`config.mk`:
```
export PLATFORM = sky130hd
export DESIGN_NAME = biriscv_ifetch_responder
export DESIGN_NICKNAME = d
export VERILOG_FILES = /design/src/rtl/biriscv_defs.sv /design/src/rtl/biriscv_ifetch_linebuf.sv /design/src/rtl/biriscv_ifetch_responder.sv
export SDC_FILE = /design/constraint.sdc
export NUM_CORES = 1
export LEC_CHECK = 0
export CAP_MARGIN = 15
export CELL_PAD_IN_SITES_DETAIL_PLACEMENT = 1
export CELL_PAD_IN_SITES_GLOBAL_PLACEMENT = 1
export CORE_ASPECT_RATIO = 1.2
export CORE_UTILIZATION = 40
export DETAILED_ROUTE_END_ITERATION = 7
export GPL_ROUTABILITY_DRIVEN = 0
export PLACE_DENSITY_LB_ADDON = 0.05
export SLEW_MARGIN = 20
export SYNTH_ARGS = -nofsm -noshare
export SYNTH_HDL_FRONTEND = slang
export SYNTH_SLANG_ARGS = --single-unit
```
`constraint.sdc`:
```
create_clock -name clk -period 3 [get_ports clk]
set_clock_uncertainty 0.2 [all_clocks]
set_input_delay 0.75 -clock clk [delete_from_list [all_inputs] [get_ports clk]]
set_output_delay 0.75 -clock clk [all_outputs]
set_load 0.01 [all_outputs]
```
`src/rtl/biriscv_defs.sv`:
```
// Shared definitions for the instruction-fetch responder: privilege levels,
// responder state encoding and line-address helpers.
package biriscv_defs;

  localparam logic [1:0] PRIV_USER    = 2'd0;
  localparam logic [1:0] PRIV_SUPER   = 2'd1;
  localparam logic [1:0] PRIV_MACHINE = 2'd3;

  localparam int TAG_W  = 29;
  localparam int LINE_W = 64;

  typedef enum logic [1:0] {
    ST_IDLE     = 2'd0,
    ST_MEM_REQ  = 2'd1,
    ST_MEM_WAIT = 2'd2,
    ST_FLUSH    = 2'd3
  } fetch_state_t;

  function automatic logic [TAG_W-1:0] line_tag(input logic [31:0] pc);
    return pc[31:3];
  endfunction

  // The subtraction wraps, so one unsigned compare covers both window edges.
  function automatic logic in_window(input logic [31:0] pc,
                                     input logic [31:0] base,
                                     input logic [31:0] size);
    return ((pc - base) < size);
  endfunction

endpackage

```
`src/rtl/biriscv_ifetch_linebuf.sv`:
```
// One-line fetch buffer: a single tag/data/valid entry with hit compare,
// fill and clear. Clear takes priority over fill.
module biriscv_ifetch_linebuf
  import biriscv_defs::*;
(
  input  logic              clk,
  input  logic              rst_n,
  input  logic              clear,
  input  logic              fill,
  input  logic [TAG_W-1:0]  fill_tag,
  input  logic [LINE_W-1:0] fill_data,
  input  logic [TAG_W-1:0]  lookup_tag,
  output logic              hit,
  output logic [LINE_W-1:0] data
);

  logic              valid_r;
  logic [TAG_W-1:0]  tag_r;
  logic [LINE_W-1:0] data_r;

  // Entry storage: clear wins over fill
  always_ff @(posedge clk or negedge rst_n) begin
    if (!rst_n) begin
      valid_r <= 1'b0;
      tag_r   <= '0;
      data_r  <= '0;
    end else if (clear) begin
      valid_r <= 1'b0;
    end else if (fill) begin
      valid_r <= 1'b1;
      tag_r   <= fill_tag;
      data_r  <= fill_data;
    end else begin
      valid_r <= valid_r;
    end
  end

  assign hit  = valid_r && (tag_r == lookup_tag);
  assign data = data_r;

endmodule

```
`src/rtl/biriscv_ifetch_responder.sv`:
```
// Responder end of the core instruction-fetch port: range and privilege
// checks, a one-line buffer for repeat hits, and a single-outstanding miss path.
module biriscv_ifetch_responder
  import biriscv_defs::*;
#(
  parameter logic [31:0] MEM_BASE   = 32'h8000_0000,
  parameter logic [31:0] MEM_SIZE   = 32'h0001_0000,
  parameter logic [31:0] USER_TOP   = 32'h8000_8000,
  parameter bit          BUF_ENABLE = 1'b1
)(
  input  logic        clk,
  input  logic        rst_n,
  input  logic        icache_rd_i,
  input  logic [31:0] icache_pc_i,
  input  logic [1:0]  icache_priv_i,
  input  logic        icache_flush_i,
  input  logic        icache_invalidate_i,
  output logic        icache_accept_o,
  output logic        icache_valid_o,
  output logic        icache_error_o,
  output logic        icache_page_fault_o,
  output logic [63:0] icache_inst_o,
  output logic        mem_rd_o,
  output logic [31:0] mem_addr_o,
  input  logic        mem_accept_i,
  input  logic        mem_valid_i,
  input  logic        mem_error_i,
  input  logic [63:0] mem_data_i
);

  fetch_state_t state_r;
  logic         flush_pend_r;
  logic         valid_r;
  logic         error_r;
  logic         page_fault_r;
  logic [63:0]  inst_r;
  logic         mem_rd_r;
  logic [31:0]  mem_addr_r;

  logic         flush_req_s;
  logic         accept_s;
  logic         take_s;
  logic         in_win_s;
  logic         user_fault_s;
  logic         mem_resp_s;
  logic         flush_now_s;
  logic         lb_clear_s;
  logic         lb_fill_s;
  logic         lb_hit_s;
  logic         hit_s;
  logic [63:0]  lb_data_s;
  logic         pc_lsb_unused_s;

  assign pc_lsb_unused_s = ^icache_pc_i[2:0];

  biriscv_ifetch_linebuf u_linebuf (
    .clk        (clk),
    .rst_n      (rst_n),
    .clear      (lb_clear_s),
    .fill       (lb_fill_s),
    .fill_tag   (line_tag(mem_addr_r)),
    .fill_data  (mem_data_i),
    .lookup_tag (line_tag(icache_pc_i)),
    .hit        (lb_hit_s),
    .data       (lb_data_s)
  );

  // Accept, request checks and buffer maintenance for the current cycle
  always_comb begin
    flush_req_s  = icache_flush_i || icache_invalidate_i;
    accept_s     = rst_n && (state_r == ST_IDLE) && !flush_pend_r && !flush_req_s;
    take_s       = icache_rd_i && accept_s;
    in_win_s     = in_window(icache_pc_i, MEM_BASE, MEM_SIZE);
    user_fault_s = (icache_priv_i == PRIV_USER) && (icache_pc_i >= USER_TOP);
    hit_s        = BUF_ENABLE && lb_hit_s;
    flush_now_s  = flush_pend_r || flush_req_s;
    mem_resp_s   = 1'b0;
    lb_clear_s   = 1'b0;
    lb_fill_s    = 1'b0;
    case (state_r)
      ST_IDLE, ST_FLUSH: begin
        lb_clear_s = flush_req_s;
      end
      ST_MEM_REQ: begin
        mem_resp_s = mem_accept_i && mem_valid_i;
      end
      ST_MEM_WAIT: begin
        mem_resp_s = mem_valid_i;
      end
      default: begin
        mem_resp_s = 1'b0;
      end
    endcase
    if (mem_resp_s) begin
      lb_clear_s = flush_now_s;
      lb_fill_s  = BUF_ENABLE && !mem_error_i && !flush_now_s;
    end else begin
      lb_fill_s  = 1'b0;
    end
  end

  // Responder FSM with registered response and backing-port outputs
  always_ff @(posedge clk or negedge rst_n) begin
    if (!rst_n) begin
      state_r      <= ST_IDLE;
      flush_pend_r <= 1'b0;
      valid_r      <= 1'b0;
      error_r      <= 1'b0;
      page_fault_r <= 1'b0;
      inst_r       <= 64'h0;
      mem_rd_r     <= 1'b0;
      mem_addr_r   <= 32'h0;
    end else begin
      valid_r      <= 1'b0;
      error_r      <= 1'b0;
      page_fault_r <= 1'b0;
      case (state_r)
        ST_IDLE: begin
          if (flush_req_s) begin
            state_r <= ST_FLUSH;
          end else if (take_s) begin
            if (!in_win_s) begin
              valid_r <= 1'b1;
              error_r <= 1'b1;
              inst_r  <= 64'h0;
            end else if (user_fault_s) begin
              valid_r      <= 1'b1;
              page_fault_r <= 1'b1;
              inst_r       <= 64'h0;
            end else if (hit_s) begin
              valid_r <= 1'b1;
              inst_r  <= lb_data_s;
            end else begin
              state_r    <= ST_MEM_REQ;
              mem_rd_r   <= 1'b1;
              mem_addr_r <= {icache_pc_i[31:3], 3'b000};
            end
          end else begin
            state_r <= ST_IDLE;
          end
        end
        ST_MEM_REQ, ST_MEM_WAIT: begin
          if (flush_req_s) begin
            flush_pend_r <= 1'b1;
          end else begin
            flush_pend_r <= flush_pend_r;
          end
          if ((state_r == ST_MEM_REQ) && mem_accept_i) begin
            mem_rd_r <= 1'b0;
            state_r  <= ST_MEM_WAIT;
          end else begin
            mem_rd_r <= mem_rd_r;
          end
          // A pending flush is honoured straight after the response
          if (mem_resp_s) begin
            valid_r      <= 1'b1;
            error_r      <= mem_error_i;
            inst_r       <= mem_error_i ? 64'h0 : mem_data_i;
            flush_pend_r <= 1'b0;
            state_r      <= flush_now_s ? ST_FLUSH : ST_IDLE;
          end else begin
            inst_r <= inst_r;
          end
        end
        ST_FLUSH: begin
          state_r <= ST_IDLE;
        end
        default: begin
          state_r <= ST_IDLE;
        end
      endcase
    end
  end

  assign icache_accept_o     = accept_s;
  assign icache_valid_o      = valid_r;
  assign icache_error_o      = error_r;
  assign icache_page_fault_o = page_fault_r;
  assign icache_inst_o       = inst_r;
  assign mem_rd_o            = mem_rd_r;
  assign mem_addr_o          = mem_addr_r;

endmodule

```
# Word level (Yosys, flattened, before mapping)
# Cells that the tools add are included.
# totals
memories	0
rom_bits	0
input_bits	106
elab_cells	111
latchBits	0
mem_bits_rw	0
output_inout_bits	101
ff_bits	194
# op_classes
order_cmp	2
n_reduce_logical	28
shifts	0
add_sub_neg	1
n_div	0
mux	49
multipliers	0
eq_ne	16
bitwise_logic	4
# op_table
cell	count
two-way mux 64 bit	7
one-hot mux 64 bit (2 select lines)	1
greater-or-equal comparator 32 bit, second input constant	1
< comparator 32 x 17 -> 1 bit, second input constant	1
subtractor 32 bit, second input constant	1
== test 29 bit	1
two-way mux 1 bit	28
two-way mux 2 bit	8
!= test 4 bit, second input constant	4
!= test 2 bit, second input constant	7
logical AND 1 bit	9
one-hot mux 1 bit (2 select lines)	4
AND reduction 7 bit	1
one-hot mux 2 bit (3 select lines)	1
AND reduction 6 bit	1
nonzero test 2 bit	3
AND reduction 5 bit	1
== test 2 bit, second input constant	2
zero test 1 bit	4
zero test 2 bit	2
NOT 1 bit	4
AND reduction 2 bit	2
AND reduction 4 bit	1
OR reduction 2 bit	2
3 further kinds	4

# Logic depth before layout (Yosys ltp)
# Gate-level depths: netlist of run 1.
# logic_depth
depth_word	8
depth_mapped	9
mapped_depth_nobuf	8

# By module
# A second synthesis of run 1 with hierarchy kept.
# unflattened
cells_unflattened	577
hier_area_um2	8734.6
# modules_own_cells
module	n_inst	area_each_um2	cells_per_inst
biriscv_ifetch_responder	1	4892.2	338
biriscv_ifetch_linebuf	1	3842.4	239

# Worst setup path before layout of run 1
# Ideal clock, no wire load.
# synth_path
path_type	input to register
from	input port icache_pc_i[11]
to	register inst_r[34], in the netlist icache_inst_o[34]
path_stages	7
setup_slack_ns	0.393
setup_ns	0.125
arrival_ns	2.283
n_path_buf	1
cell_sequence	xnor2_1 nand4_1 nor4_1 nand2_1 a21oi_4 buf_6 mux2_2
# synth_via
elab_chain_cells	7
# synth_rtl
item	line	source
start: declaration	biriscv_ifetch_responder.sv:14	input logic [31:0] icache_pc_i,
parallel branches: the longest is 7 deep, another holds subtractor 32 bit	--	
end signal: assignment	biriscv_ifetch_responder.sv:132	inst_r <= lb_data_s;
end signal: assignment	biriscv_ifetch_responder.sv:158	inst_r <= mem_error_i ? 64'h0 : mem_data_i;
end signal: assignment	biriscv_ifetch_responder.sv:162	inst_r <= inst_r;
end: declaration	biriscv_ifetch_responder.sv:36	logic [63:0] inst_r;
# Several ways; the timed one is not identified. The select of a mux whose other input is x is not followed.
# A chain may end at the register's enable or synchronous reset.

# Worst setup path after layout of run 1
# layout_path
from	input port icache_pc_i[27]
to	register inst_r[19], in the netlist icache_inst_o[19]
# The elaborated chain is that of the path after synthesis.

==> results.sh, run 1 <==
export IMPL_fin_cells=1101
export IMPL_viasPerCell=5.19
export IMPL_start_util_pct=41.0
export IMPL_dp_slack_ps=-509
export IMPL_drt_iter0_drc=192
export IMPL_crit_type="input port to flop"
export IMPL_clk_pin_slew_ps=70
export IMPL_core_mm2=0.0204
export IMPL_hold_viol=0
export IMPL_critPathArrivalTime_ps=3070
export IMPL_finalSetupViolations=0
export IMPL_synthFlopType="dfrtp_1"
export IMPL_ys_seq_area_share_pct=58.0
export IMPL_grt_pass1_wl_um=34900
export IMPL_syn_cell_area_mm2=0.00837
export IMPL_syn2layout_area_growth_pct=40.9
export IMPL_n_fill_cell=2028
export IMPL_worstMarginPinSlew_ps=831
export IMPL_setup_tns_ps=0
export IMPL_via_count=5717
export IMPL_power_density_mw_per_mm2=760
export IMPL_synthArstFlopShare_pct=100
export IMPL_cts_buffers=17
export IMPL_syn_inst=587
export IMPL_synth_edff_count=0
export IMPL_period_minus_slack_ps=2960
export IMPL_min_path_type="flop to flop"
export IMPL_drv_cap=0
export IMPL_die_height_um=160
export IMPL_r2r_slack_ps=360
export IMPL_rows=57
export IMPL_fin_area_mm2=0.0118
export IMPL_min_from="icache_inst_o[44]"
export IMPL_irDropWorstVdd_mv=0.374
export IMPL_min_to="icache_inst_o[44]"
export IMPL_status="finished clean"
export IMPL_ios=207
export IMPL_worstPathRequired_ps=3110
export IMPL_post_route_period_util_pct=98.5
export IMPL_fin_nets=933
export IMPL_grt_max_degree=152
export IMPL_place_inst=1062
export IMPL_clock_latency_ps=440
export IMPL_hpwl_um=15000
export IMPL_grtUsageTotal_pct=21.1
export IMPL_dieWidth_um=134
export IMPL_worst_setup_path_end_kind="flop"
export IMPL_diodes=0
export IMPL_whs_ps=293
export IMPL_use_met2_pct=36.3
export IMPL_grt_use_met1_pct=25.3
export IMPL_port_buffers=200
export IMPL_first_pass_iters=6
export IMPL_cts_sinks=194
export IMPL_cp_start_kind="input port"
export IMPL_ys_types=38
export IMPL_wirelength_um=21900
export IMPL_wl_per_cell_um=19.9
export IMPL_h_tree_depth=4
export IMPL_slew_headroom_pct=44.6
export IMPL_r2r_start="u_linebuf.tag_r[1]"
export IMPL_p_leak_nw=5.48
export IMPL_synth_avg_cell_area_um2=14.3
export IMPL_reg2regPathDepth=9
export IMPL_antenna_found_initial=0
export IMPL_die_area_mm2=0.0215
export IMPL_drive_gt1_share_pct=31.5
export IMPL_drc_errors=0
export IMPL_cts_root_buf="clkbuf_16"
export IMPL_post_dp_cell_area_mm2=0.0110
export IMPL_busiest_layer="met2"
export IMPL_ys_warn_count=0
export IMPL_first_global_vias=6431
export IMPL_synth_seq_cells=194
export IMPL_min_path_cells=1
export IMPL_worstPathMaxFanout=7
export IMPL_fmax_ghz=0.338
export IMPL_overflow=0
export IMPL_cts_tree="yes"
export IMPL_use_met3_pct=6.41
export IMPL_cts_buffer_depth=2
export IMPL_final_max_slew_viol_count=0
export IMPL_worstReg2RegEnd="icache_inst_o[19]"
export IMPL_fin_ws_ps=44.5
export IMPL_antenna_left=0
per-layer routing:
layer	share of wire, %	vias up
li1	-	2605
met1	41	2947
met2	52	143
met5	0	-
met3	5.9	22
met4	1.4	0
cell usage after synthesis, types with 4 or more instances:
cell type / count / area, um^2
clkbuf_1: 17 / 63.8
nor4_1: 5 / 31.3
nand2_1: 6 / 22.5
and2_1: 17 / 106
mux2_1: 6 / 67.6
o21ai_0: 4 / 20.0
xnor2_1: 29 / 254
nand4_1: 9 / 56.3
buf_4: 4 / 30.0
ha_1: 4 / 50.1
nor2_1: 8 / 30.0
buf_6: 6 / 67.6
mux2_2: 163 / 1840
buf_2: 11 / 55.1
dfrtp_1: 194 / 4850
a22o_1: 64 / 561
a21oi_1: 5 / 25.0
kinds of logic after synthesis:
| kind of cell | Yosys count | share of synthesized area (%) |
|---|---|---|
| compound gates | 83 | 8.28 |
| xor+xnor | 29 | 3.03 |
| fa+ha+maj | 4 | 0.598 |
| buf+inv | 41 | 2.72 |
| flops | 194 | 58.0 |
| mux | 170 | 22.9 |
| other cells | 1 | 0.0448 |
| simple gates | 65 | 4.48 |
worst max-delay path by stage:
| stage | startpoint | endpoint | slack (ps) | depth (start not counted) |
|---|---|---|---|---|
| finish | icache_pc_i[27] | icache_inst_o[19] | 40 | 10 |
| global route | icache_pc_i[30] | icache_inst_o[19] | -50 | 10 |
| global placement | icache_pc_i[27] | icache_inst_o[58] | -450 | 10 |
| detailed placement | icache_pc_i[27] | icache_inst_o[13] | -510 | 10 |
| CTS | icache_pc_i[27] | icache_inst_o[59] | 30 | 10 |
| floorplan | icache_pc_i[11] | icache_inst_o[34] | 390 | 7 |
layout by cell type, fill, tap and decap left out, types with 5 or more instances in the layout:
| cell type | instances |
|---|---|
| a21oi_1 | 5 |
| a22o_1 | 64 |
| and2_1 | 17 |
| buf_12 | 14 |
| buf_4 | 34 |
| clkbuf_16 | 20 |
| clkdlybuf4s50_1 | 189 |
| dfrtp_1 | 194 |
| dlymetal6s2s_1 | 9 |
| mux2_1 | 6 |
| mux2_2 | 163 |
| nand2_1 | 5 |
| nand4_1 | 9 |
| nor2_1 | 7 |
| xnor2_1 | 26 |
registers in the layout, summed over array words and instances (netlist names):
| register | cells |
|---|---|
| u_linebuf.data | 64 |
| flush_pend_r | 1 |
| icache_page_fault_o | 1 |
| u_linebuf.valid_r | 1 |
| state_r | 2 |
| icache_inst_o | 64 |
| icache_error_o | 1 |
| icache_valid_o | 1 |
| u_linebuf.tag_r | 29 |
| mem_addr_o | 29 |
| mem_rd_o | 1 |
metrics by stage:
step	utilization (%)	total power [mW]
after floorplan	-	5.21
after global placement	54.1	6.45
after detailed placement	54.1	6.62
after CTS	57.1	8.87
after global routing	57.8	9.46
final	57.8	8.97
critical path, stage by stage:
cell and delay, ps:
clkdlybuf4s50_1 510, xnor2_1 140, nand4_1 190, nor4_2 300, buf_4 160, nand2_2 70, a21oi_4 260, buf_12 190
clkbuf_16 160, mux2_2 320
what timing repair did:
| action | CTS | global route |
|---|---|---|
| pin swaps | 1 | 12 |
| endpoints found under the setup margin | 58 | 56 |
| setup buffers | 1 | 2 |
| endpoints found under the hold margin | 3 | 0 |
| hold buffers | 1 | 0 |
| resized for setup | 4 | 17 |
| gates cloned | 0 | 3 |
where the power goes:
| group | leakage [nW] | switching, mW | internal, mW | total, mW |
|---|---|---|---|---|
| logic | 2.55 | 1.33 | 1.93 | 3.26 |
| registers | 2.65 | 0.310 | 3.19 | 3.50 |
| clock network | 0.279 | 1.10 | 1.11 | 2.21 |
| total | 5.48 | 2.74 | 6.23 | 8.97 |
final cells by class:
cell class | count | area [um^2] | area share, %
Clock buffer | 18 | 429 | 3.64
Clock inverter | 14 | 143 | 1.21
Inverter | 3 | 11.3 | 0.0954
Multi-Input combinational cell | 354 | 3370 | 28.6
Sequential cell | 194 | 4850 | 41.1
Tap cell | 265 | 332 | 2.81
Timing Repair Buffer | 253 | 2660 | 22.5
(Power assumes the default switching activity.)
==> run 2, diff against run 1 <==
ABC_CLOCK_PERIOD_IN_PS = 3000   (was not set)
SETUP_SLACK_MARGIN = 0.5   (was not set)
==> run 2 against run 1 <==
  * Register-to-register slack better by 110 ps
  * Count of clock-buffer cells in the layout unchanged
  * Sequential power about the same
  * Sequential share of layout area down 1.6 points
  * First-iteration DRC count up 26%
  * Total power up 7.6%
  * Largest power group is now combinational cells
==> results.sh, run 2 (same netlist as run 1, synthesis figures left out) <==
export IMPL_status="finished clean"
export IMPL_irDropWorstVdd_mv=0.403
export IMPL_via_count=5826
export IMPL_grtUsageTotal_pct=21.7
export IMPL_drv_cap=0
export IMPL_cp_num_buf_inv=4
export IMPL_reg2regPathDepth=11
export IMPL_first_pass_iters=4
export IMPL_antenna_left=0
export IMPL_final_max_slew_viol_count=0
export IMPL_dp_slack_ps=-408
export IMPL_period_minus_slack_ps=2570
export IMPL_hpwl_um=15000
export IMPL_cts_root_buf="clkbuf_16"
export IMPL_crit_family="buffers and inverters"
export IMPL_final_core_util_pct=60.2
export IMPL_post_route_period_util_pct=85.6
export IMPL_grt_pass1_wl_um=36100
export IMPL_hold_viol=0
export IMPL_clk_pin_slew_ps=70
export IMPL_rsz0062_at_grt="true"
export IMPL_cts_tree="yes"
export IMPL_first_global_vias=6631
export IMPL_critical_path_startpoint="icache_rd_i"
export IMPL_holdBufCountCts=0
export IMPL_dieWidth_um=134
export IMPL_mostFrequentLayoutCells="194 x dfrtp_1, 165 x clkdlybuf4s50_1, 134 x mux2_2, 63 x a22o_1, 34 x mux2_4"
export IMPL_finalSetupViolations=0
export IMPL_worstPathMaxFanout=7
export IMPL_cts_buffer_depth=2
export IMPL_r2r_start="state_r[1]"
export IMPL_port_buffers=200
export IMPL_fmax_ghz=0.389
export IMPL_rows=57
export IMPL_slowest_stage="clkdlybuf4s50_1"
export IMPL_post_dp_cell_area_mm2=0.0112
export IMPL_fin_ws_ps=432
export IMPL_drt_iter0_drc=242
export IMPL_syn2layout_area_growth_pct=46.6
export IMPL_grt_max_degree=161
export IMPL_worstReg2RegEnd="icache_inst_o[30]"
export IMPL_start_util_pct=41.0
export IMPL_worstMarginPinSlew_ps=976
export IMPL_overflow=0
export IMPL_cp_start_kind="input port"
export IMPL_cts_sinks=194
export IMPL_wirelength_um=22700
export IMPL_place_inst=1063
export IMPL_setup_tns_ps=0
export IMPL_fin_cells=1119
export IMPL_final_common_cell="dfrtp_1"
export IMPL_wl_per_cell_um=20.3
export IMPL_worstPathCellList="clkdlybuf4s50_1 -> nand4_1 -> a22o_4 -> a21oi_4 -> buf_12 -> buf_12 -> buf_12 -> mux2_2"
export IMPL_power_mw=9.65
export IMPL_drive_gt1_share_pct=39.6
export IMPL_antenna_found_initial=1
export IMPL_slew_headroom_pct=35.0
export IMPL_min_path_type="input port to asynchronous set/reset pin"
export IMPL_whs_ps=186
export IMPL_crit_type="input port to flop"
export IMPL_viasPerCell=5.21
export IMPL_worst_setup_path_end_kind="flop"
export IMPL_h_tree_depth=4
export IMPL_fin_nets=951
export IMPL_core_mm2=0.0204
export IMPL_worstPathRequired_ps=3120
export IMPL_cts_buffers=17
export IMPL_drc_errors=0
export IMPL_critPathArrivalTime_ps=2680
export IMPL_p_leak_nw=5.70
export IMPL_die_area_mm2=0.0215
export IMPL_cp_common_cell="buf_12"
export IMPL_endpoint="icache_inst_o[30]"
export IMPL_r2r_slack_ps=470
export IMPL_crit_path_max_incr_delay_ps=480
export IMPL_power_density_mw_per_mm2=787
export IMPL_die_height_um=160
export IMPL_fin_area_mm2=0.0123
export IMPL_clock_latency_ps=440
export IMPL_crit_cells=8
export IMPL_ios=207
## run 2: routing by layer
layer / track usage, % / part of all wire (%) / up-vias
li1: - / - / 2642
met3: 5.78 / 5.0 / 29
met2: 36.7 / 52 / 158
met4: 7.81 / 1.7 / 0
met1: 26.6 / 42 / 2997
met5: 0 / 0 / -
## run 2: worst min path at each step
stage / endpoint / depth (start not counted) / slack [ps] / start
floorplan: flush_pend_r / 0 / 250 / rst_n
global placement: icache_inst_o[8] / 1 / 270 / icache_inst_o[8]
detailed placement: icache_inst_o[8] / 1 / 280 / icache_inst_o[8]
finish: icache_error_o / 2 / 190 / rst_n
global route: u_linebuf.tag_r[9] / 2 / 220 / rst_n
CTS: u_linebuf.tag_r[11] / 2 / 180 / rst_n
## run 2: area by class of cell
cell class                      instances  area, um^2
Inverter                                3        11.3
Multi-Input combinational cell        354        3680
Fill cell                            1964        8130
Antenna cell                            1        2.50
Tap cell                              265         332
Clock buffer                           18         429
Clock inverter                         13         176
Sequential cell                       194        4850
Timing Repair Buffer                  271        2790
## run 2: power by group
group / internal (mW) / switching [mW] / total (mW)
clock network: 1.33 / 1.04 / 2.37
registers: 3.19 / 0.318 / 3.51
logic: 2.30 / 1.46 / 3.77
## run 2: worst reg2reg max path: stages (launching register included)
cell and delay, ps:
dfrtp_1 410, inv_2 100, ha_2 170, and2_4 130, o211ai_1 80, buf_4 170
a22o_4 240, a21oi_4 180, buf_12 150, buf_12 120, buf_12 130, mux2_2 340
## run 2: timing repair
action	CTS	global route
pin swaps	36	23
buffers inserted	14	4
gates resized for setup	125	61
gates cloned	3	3
setup endpoints to repair	102	94
==> run 3, diff against run 2 <==
ABC_CLOCK_PERIOD_IN_PS = 2350   (was 3000)
CORE_MARGIN = 2   (was not set)
CORE_UTILIZATION = 36   (was 40)
SKIP_CTS_REPAIR_TIMING = 1   (was not set)
clock period = 2.35 ns   (was 3 ns; I/O delays follow)
==> run 3 against run 2 <==
  * Count of clock-buffer cells in the layout grew 1
  * Utilization fell by 0.52 points
  * The flow now finishes with violations (negative setup slack)
  * Largest power group unchanged
  * Global-route usage down 2.6 points
==> results.sh, run 3 (same netlist as run 1, synthesis figures left out) <==
export IMPL_status="complete, but fails checks"
export IMPL_violations="negative setup slack"
export IMPL_slew_headroom_pct=57.2
export IMPL_worst_setup_path_end_kind="flop"
export IMPL_rows=61
export IMPL_die_area_mm2=0.0245
export IMPL_worstMarginPinSlew_ps=641
export IMPL_critPathArrivalTime_ps=2640
export IMPL_cts_tree="yes"
export IMPL_cts_sinks=194
export IMPL_dieWidth_um=143
export IMPL_drive_gt1_share_pct=42.6
export IMPL_finalSetupViolations=64
export IMPL_grtUsageTotal_pct=19.1
export IMPL_diodes=0
export IMPL_pwr_share_comb_pct=41.2
export IMPL_irDropWorstVdd_mv=0.520
export IMPL_final_core_util_pct=59.6
export IMPL_cts_buffer_depth=2
export IMPL_wirelength_um=26500
export IMPL_wl_per_cell_um=21.9
export IMPL_cp_start_kind="flop"
export IMPL_reg2regPathDepth=9
export IMPL_hpwl_um=16200
export IMPL_mostFrequentLayoutCells="194 x dfrtp_1, 163 x mux2_4, 111 x dlymetal6s2s_1, 70 x clkdlybuf4s50_1, 64 x a22o_1"
export IMPL_cts_root_buf="clkbuf_16"
export IMPL_hold_viol=0
export IMPL_crit_type="flop to flop"
export IMPL_post_dp_cell_area_mm2=0.0117
export IMPL_power_share_clock_pct=22.9
export IMPL_first_pass_iters=4
export IMPL_clk_pin_slew_ps=70
export IMPL_final_common_cell="dfrtp_1"
export IMPL_grt_max_degree=107
export IMPL_min_path_type="input port to asynchronous set/reset pin"
export IMPL_die_height_um=171
export IMPL_clock_latency_ps=440
export IMPL_first_global_vias=6507
export IMPL_post_route_period_util_pct=108
export IMPL_viasPerCell=5.04
export IMPL_port_buffers=200
export IMPL_overflow=0
export IMPL_rsz0062_at_grt="true"
export IMPL_ios=207
export IMPL_final_max_slew_viol_count=0
export IMPL_worstPathRequired_ps=2460
export IMPL_fin_nets=991
export IMPL_power_density_mw_per_mm2=921
export IMPL_p_leak_nw=7.86
export IMPL_internal_power_mw=8.75
export IMPL_fin_area_mm2=0.0137
export IMPL_grt_pass1_wl_um=36300
export IMPL_cts_buffers=17
export IMPL_antenna_left=0
export IMPL_power_mw=12.6
export IMPL_switching_power_mw=3.87
export IMPL_core_mm2=0.0230
export IMPL_fin_ws_ps=-186
export IMPL_h_tree_depth=4
export IMPL_drt_iter0_drc=216
export IMPL_syn2layout_area_growth_pct=63.7
export IMPL_start_util_pct=36.4
export IMPL_worstPathMaxFanout=5
export IMPL_whs_ps=170
export IMPL_drc_errors=0
export IMPL_fmax_ghz=0.394
export IMPL_drv_cap=0
export IMPL_period_minus_slack_ps=2540
export IMPL_swShare_pct=30.7
export IMPL_via_count=6091
export IMPL_antenna_found_initial=0
export IMPL_p_seq_share_pct=35.8
==> run 3: layer usage <==
layer	vias to the layer above	part of all wire [%]	track usage, %
met5	-	0	0
met4	0	1.4	5.20
met3	27	3.9	4.11
met2	149	52	33.2
met1	3195	43	24.2
li1	2720	-	-
==> run 3: area by class of cell <==
class	count	area, um^2
Fill cell	2154	9270
Sequential cell	194	4850
Multi-Input combinational cell	354	4230
Timing Repair Buffer	311	3630
Clock buffer	19	443
Tap cell	315	394
Clock inverter	13	140
Inverter	3	11.3
==> run 3: metrics by stage <==
stage | TNS, ps | cells | setup WS (ps)
after CTS | -40290 | 1156 | -546
after global routing | -17280 | 1209 | -272
after global placement | -116930 | 1124 | -945
final | -9420 | 1209 | -186
after detailed placement | -116620 | 1124 | -1000
after floorplan | -3150 | 589 | -56.6
==> run 3: path summary, 6_finish.rpt <==
kind | slack (ps) | startpoint | endpoint
max in group asynchronous | 710 | rst_n | mem_addr_o[24]
setup reg to reg | -190 | u_linebuf.tag_r[19] | icache_inst_o[30]
hold / removal | 170 | rst_n | icache_valid_o
setup / recovery | -190 | u_linebuf.tag_r[19] | icache_inst_o[30]
hold reg to reg | 310 | icache_inst_o[41] | icache_inst_o[41]
min in group clk | 260 | icache_pc_i[10] | mem_addr_o[10]
==> run 3: power groups by stage <==
stage,clock network (mW),registers (mW),logic (mW)
4_1_cts,2.98,4.52,4.34
3_5_place_dp,0,4.58,4.31
5_1_grt,3.12,4.60,5.51
2_1_floorplan,0,4.58,2.51
6_report,2.89,4.52,5.21
3_3_place_gp,0,4.52,4.18
==> run 3: worst max-delay path: stages, from the launching register on <==
cell,delay [ps]
dfrtp_1,410
xnor2_1,200
nand4_1,240
nor4_4,330
nand2_2,140
a21oi_4,190
buf_4,150
clkbuf_16,130
buf_4,100
mux2_2,320
